--- src/rtl/multicycle_control_unit.sv ---
// rtl/multicycle_control_unit.sv - FSM control unit for the multi-cycle RV32I(+M) core
module multicycle_control_unit #(
  parameter int ALU_DECODER_IN = 3,
  parameter bit M_EXT          = 1'b1,
  parameter int MEM_TIMEOUT    = 15
) (
  input  logic                      CLK,
  input  logic                      rst_n,
  input  logic [6:0]                Opcode,
  input  logic [6:0]                Funct7,
  input  logic [2:0]                Funct3,
  input  logic                      IMEM_Ready,
  input  logic                      DMEM_Ready,
  input  logic                      MD_Done,
  output logic                      IMEM_Req,
  output logic                      IR_Wr_En,
  output logic                      PC_Wr_En,
  output logic                      Branch,
  output logic                      Jump,
  output logic                      DMEM_Req,
  output logic                      MEM_Wr_En,
  output logic                      Reg_Wr_En,
  output logic [1:0]                Src_to_Reg,
  output logic                      ALU_Src1_Sel,
  output logic                      ALU_Src2_Sel,
  output logic                      Sub,
  output logic [ALU_DECODER_IN-1:0] ALU_Ctrl,
  output logic                      MD_Start,
  output logic                      undef_instr,
  output logic                      bus_err,
  output logic [2:0]                state
);

  typedef enum logic [2:0] {
    S_FETCH  = 3'd0,
    S_DECODE = 3'd1,
    S_EXEC   = 3'd2,
    S_MEMACC = 3'd3,
    S_WB     = 3'd4,
    S_MDWAIT = 3'd5,
    S_TRAP   = 3'd6
  } state_t;

  localparam logic [6:0] OP_R      = 7'b0110011;
  localparam logic [6:0] OP_IMM    = 7'b0010011;
  localparam logic [6:0] OP_LUI    = 7'b0110111;
  localparam logic [6:0] OP_AUIPC  = 7'b0010111;
  localparam logic [6:0] OP_LOAD   = 7'b0000011;
  localparam logic [6:0] OP_STORE  = 7'b0100011;
  localparam logic [6:0] OP_BRANCH = 7'b1100011;
  localparam logic [6:0] OP_JAL    = 7'b1101111;
  localparam logic [6:0] OP_JALR   = 7'b1100111;

  // Counter only needs to reach MEM_TIMEOUT-1: the trap fires on the last waiting cycle.
  localparam int CW  = (MEM_TIMEOUT > 1) ? $clog2(MEM_TIMEOUT) : 1;
  localparam int LIM = (MEM_TIMEOUT > 0) ? MEM_TIMEOUT - 1 : 0;

  state_t          state_q, state_n;
  logic [CW-1:0]   cnt_q;
  logic            undef_q, bus_q;
  logic [2:0]      alu_f3;

  logic is_op, is_md, is_alu_op, is_opimm, is_lui, is_auipc;
  logic is_load, is_store, is_branch, is_jal, is_jalr, legal;
  logic mem_wait, timeout;

  assign is_op     = (Opcode == OP_R);
  assign is_md     = is_op && M_EXT && (Funct7 == 7'b0000001);
  assign is_alu_op = is_op && (Funct7 != 7'b0000001);
  assign is_opimm  = (Opcode == OP_IMM);
  assign is_lui    = (Opcode == OP_LUI);
  assign is_auipc  = (Opcode == OP_AUIPC);
  assign is_load   = (Opcode == OP_LOAD);
  assign is_store  = (Opcode == OP_STORE);
  assign is_branch = (Opcode == OP_BRANCH);
  assign is_jal    = (Opcode == OP_JAL);
  assign is_jalr   = (Opcode == OP_JALR);
  assign legal     = is_alu_op || is_md || is_opimm || is_lui || is_auipc || is_load ||
                     is_store || is_branch || is_jal || is_jalr;

  // A ready seen in the same cycle always beats the timeout.
  assign mem_wait = ((state_q == S_FETCH) && !IMEM_Ready) ||
                    ((state_q == S_MEMACC) && !DMEM_Ready);
  assign timeout  = (MEM_TIMEOUT != 0) && mem_wait && (cnt_q == CW'(LIM));

  // State register.
  always_ff @(posedge CLK) begin
    if (!rst_n) state_q <= S_FETCH;
    else        state_q <= state_n;
  end

  // Wait-cycle counter, restarted whenever a new state is entered.
  always_ff @(posedge CLK) begin
    if (!rst_n || (state_n != state_q) || !mem_wait) cnt_q <= '0;
    else                                             cnt_q <= cnt_q + CW'(1);
  end

  // Sticky trap flags, cleared only by reset.
  always_ff @(posedge CLK) begin
    if (!rst_n) begin
      undef_q <= 1'b0;
      bus_q   <= 1'b0;
    end else begin
      if ((state_q == S_DECODE) && !legal) undef_q <= 1'b1;
      if (timeout)                         bus_q   <= 1'b1;
    end
  end

  // Next-state and datapath controls; everything is quiet while reset is held.
  always_comb begin
    state_n      = state_q;
    IMEM_Req     = 1'b0;
    IR_Wr_En     = 1'b0;
    PC_Wr_En     = 1'b0;
    Branch       = 1'b0;
    Jump         = 1'b0;
    DMEM_Req     = 1'b0;
    MEM_Wr_En    = 1'b0;
    Reg_Wr_En    = 1'b0;
    Src_to_Reg   = 2'b00;
    ALU_Src1_Sel = 1'b0;
    ALU_Src2_Sel = 1'b0;
    Sub          = 1'b0;
    alu_f3       = 3'b000;
    MD_Start     = 1'b0;
    if (rst_n) begin
      unique case (state_q)
        S_FETCH: begin
          IMEM_Req = 1'b1;
          if (IMEM_Ready) begin
            IR_Wr_En = 1'b1;
            PC_Wr_En = 1'b1;
            state_n  = S_DECODE;
          end else if (timeout) begin
            state_n = S_TRAP;
          end
        end
        S_DECODE: state_n = legal ? S_EXEC : S_TRAP;
        S_EXEC: begin
          ALU_Src1_Sel = is_auipc || is_jal;
          ALU_Src2_Sel = is_opimm || is_lui || is_auipc || is_load || is_store || is_jal || is_jalr;
          Sub          = (is_alu_op && (Funct3 == 3'b000) && Funct7[5]) ||
                         ((is_alu_op || is_opimm) && ((Funct3 == 3'b010) || (Funct3 == 3'b011))) ||
                         is_branch;
          alu_f3       = (is_alu_op || is_opimm) ? Funct3 : 3'b000;
          if (is_load || is_store) begin
            state_n = S_MEMACC;
          end else if (is_branch) begin
            Branch  = 1'b1;
            state_n = S_FETCH;
          end else if (is_jal || is_jalr) begin
            Jump    = 1'b1;
            state_n = S_WB;
          end else if (is_md) begin
            MD_Start = 1'b1;
            state_n  = S_MDWAIT;
          end else begin
            state_n = S_WB;
          end
        end
        S_MEMACC: begin
          DMEM_Req  = 1'b1;
          MEM_Wr_En = is_store;
          if (DMEM_Ready)   state_n = is_store ? S_FETCH : S_WB;
          else if (timeout) state_n = S_TRAP;
        end
        S_WB: begin
          Reg_Wr_En  = 1'b1;
          Src_to_Reg = is_load ? 2'b01 : (is_jal || is_jalr) ? 2'b10 : is_md ? 2'b11 : 2'b00;
          state_n    = S_FETCH;
        end
        S_MDWAIT: if (MD_Done) state_n = S_WB;
        S_TRAP:   state_n = S_TRAP;
        default:  state_n = S_FETCH;
      endcase
    end
  end

  // Wider ALU_Ctrl carries Funct7[5] in bit 3 to split SRL/SRA; upper bits stay 0.
  generate
    if (ALU_DECODER_IN == 3) begin : g_alu3
      assign ALU_Ctrl = alu_f3;
    end else if (ALU_DECODER_IN == 4) begin : g_alu4
      assign ALU_Ctrl = {(alu_f3 == 3'b101) && Funct7[5], alu_f3};
    end else begin : g_aluw
      assign ALU_Ctrl = {{(ALU_DECODER_IN-4){1'b0}}, (alu_f3 == 3'b101) && Funct7[5], alu_f3};
    end
  endgenerate

  assign undef_instr = rst_n && undef_q;
  assign bus_err     = rst_n && bus_q;
  assign state       = rst_n ? state_q : 3'd0;

endmodule

--- config.mk ---
export PLATFORM = sky130hd
export DESIGN_NAME = multicycle_control_unit
export DESIGN_NICKNAME = d
export VERILOG_FILES = /design/src/rtl/multicycle_control_unit.sv
export SDC_FILE = /design/constraint.sdc
export NUM_CORES = 1
export LEC_CHECK = 0
export CORE_MARGIN = 3
export CORE_UTILIZATION = 30
export DETAILED_ROUTE_END_ITERATION = 6
export MAX_ROUTING_LAYER = met4
export SETUP_SLACK_MARGIN = 0.02
export SLEW_MARGIN = 20
export SYNTH_ARGS = -nofsm -noshare
export SYNTH_HDL_FRONTEND = slang
export SYNTH_SLANG_ARGS = --single-unit
--- constraint.sdc ---
create_clock -name CLK -period 2.03 [get_ports CLK]
set_clock_uncertainty 0.15 [all_clocks]
set_input_delay 0.3045 -clock CLK [delete_from_list [all_inputs] [get_ports CLK]]
set_output_delay 0.3045 -clock CLK [all_outputs]
set_load 0.02 [all_outputs]
==> run metrics <==
Distinct cells, synth=just over 50; worst skew pair latency=roughly 260 ps; share of layout cells above drive strength 1=0.520; final hold slack=roughly 300 ps; die height=between 60 and 70 µm; residual DRC count=0; Placer Congestion=about 0.87; share of the synthesized area in the top cell type=0.205; Std-Cell Rows=19; Antenna Cells=0; HP Start=bus_q$_SDFFE_PN0P_; leading area contributor after synthesis=dfxtp_1; nature of the critical path startpoint=flop; Hold WC Path Type=flop to flop; Top FF cell, synth=dfxtp_1; number of global-route vias before repair=1,231; Final Cycle Share=1.04; GRT overflow=0; Max Cap Violations=0; Avg Cell Area, Syn=just under 8 µm²; Layout area overhead=107%; Post-synth top cells=dfxtp_1, inv_1, nand2_1; sequential share of the synthesized area=0.205; largest buffer count on any clock path=2; Inserted Clock Buffers=3; Async S/R FF share, synth=0; Final ANT Viol Nets=0; pwr dens=322 mW/mm²; top cells by area, synth=dfxtp_1, and2_1, o21a_1; synth warn=0; mapped cell area=approximately 880 µm²; drt first pass iters=4; pin count of the biggest net entering global routing=11; Core Box Area=approximately 0.0028 mm²; Critical Path RT=between 1500 and 2000 ps; Seq cells post-synth=9; crit path capture type=primary output; routed vias=about 1,200; CTS tree=yes; Reg-to-Reg Start=state_q[0]$_SDFF_PN0_; Slew HR=0.812; Setup WS post-layout=-82.1 ps; Critical Path Fanout Max=4; IO buf count=43; vias per cell=around 5.2; Worst Tran Pin Value=~280 ps; launch point of the worst path=state_q[2]$_SDFF_PN0_; Root Buffer=clkbuf_4; unrepaired setup endpoints after global routing=true; initial antenna violation count=0; Detail Placement HPWL=between 2000 and 3000 µm; Lkg Pwr=roughly 0.00084 µW; Synth Net Count=136; clock-pin slew on the worst setup and hold paths=about 60 ps; Final Slew Violations=0; H-tree levels=1; Place WS=-859 ps; first-pass GRT wire length=approximately 5200 µm; Max VDD drop=between 0.0003 and 0.0004 V; CP Data Arrival Time=between 1500 and 2000 ps; Post-synth EDFFs=0; failing checks=setup timing; Post-Syn Instances=112; Die ar.=~0.0036 mm²; clock sinks=9; Initial Util=0.316; Tot Pwr=just under 600 µW; fmax=0.473 GHz; WL final=approximately 3300 µm; Crit Path Class=flop to primary output; 1st-iter DRT viols=43; wire length per cell=approximately 14 µm; boundary pin count=between 40 and 50; cts hold-fix bufs=0; Setup TNS=-390 ps; Final nets=~220; Total Routing Usage GR=0.193; die width=between 60 and 70 µm; final setup violation count=9; minimum clock period=~2100 ps; Hold Vio Cnt, Final=0; outcome=complete, but fails checks
[layout make-up]
class | count | area (µm²)
Inverter | 9 | 33.8
Sequential cell | 9 | 184
Fill cell | 260 | 962
Timing Repair Buffer | 88 | 739
Clock buffer | 4 | 26.3
Tap cell | 31 | 38.8
Multi-Input combinational cell | 88 | 797
[final timing paths]
check / to / slack [ps] / depth (start not counted)
max reg2reg: state_q[2]$_SDFF_PN0_ / 100 / 6
max: ALU_Ctrl[1] / -80 / 6
min: bus_q$_SDFFE_PN0P_ / 310 / 1
min reg2reg: bus_q$_SDFFE_PN0P_ / 310 / 1
[report_power, final]
part	internal, µW	switching [µW]
clock	75.9	64.0
combinational	139	114
sequential	186	6.84
[metrics by stage]
| step | utilization | instance area (µm²) | cells |
|---|---|---|---|
| CTS | 0.629 | 1750 | 228 |
| floorplan | - | 895 | 112 |
| detailed placement | 0.583 | 1620 | 218 |
| global placement | 0.583 | 1620 | 218 |
| global route | 0.654 | 1820 | 229 |
| finish | 0.654 | 1820 | 229 |
[sequential cells by signal (all words and copies together), names as in the netlist]
register,flops
bus_q,1
undef_q,1
cnt_q,4
state_q,3
[timing repair]
action,in CTS,in global routing
pin swaps,14,13
cloned,0,0
setup buffers,6,3
setup endpoints to repair,28,18
resized for setup,133,25
[per-layer routing]
layer / GRT usage / vias to the layer above / wire (µm)
li1: - / 588 / -
met1: 0.194 / 562 / 1230
met2: 0.363 / 40 / 1750
met3: 0.0324 / 4 / 287
met4: 0.0791 / 0 / 35
met5: - / - / 0
[worst max-delay path, cell delays in order (launching register included)]
cell and delay, ps:
dfxtp_2 330, inv_2 60, nand4_1 210, nor4b_4 340, buf_4 170, and3_4 170
buf_6 110
[cells by family (layout without fill, tap and decap cells)]
kind of cell               count (synthesis)  after routing  share of synthesized area
adders and majority gates                  2              2                     0.0284
buffers and inverters                     15            101                     0.0711
and+or+nand+nor                           58             58                      0.437
muxes                                      1              1                     0.0114
AOI/OAI and AO/OA                         23             23                      0.208
DFF                                        9              9                      0.205
xor gates and xnor gates                   4              4                     0.0398
[cell usage in the layout (no fill, tap or decap), types with 2 or more instances in the layout]
cell             synthesis  final
dfxtp_2                  0      3
nor2_1                   7      5
or4b_4                   0      2
clkdlybuf4s50_1          0      9
buf_4                    1     42
nand3_1                  4      4
inv_2                    0      3
clkbuf_2                 0      2
nor3_1                   3      3
inv_1                    9      6
nand4_1                  2      2
ha_1                     2      2
a21oi_1                  4      3
nor2b_1                  2      2
buf_6                    0     14
nand2_1                  8      7
xor2_1                   3      3
buf_2                    2      7
and3b_1                  2      2
o21a_1                   5      5
and2_1                   6      5
dfxtp_1                  9      6
dlygate4sd2_1            0      8
clkdlybuf4s15_1          0      5
nor3b_1                  3      2
clkbuf_4                 0      3
and3_4                   0      3
nor4_4                   0      2
Power figures use the tool's default switching activity.
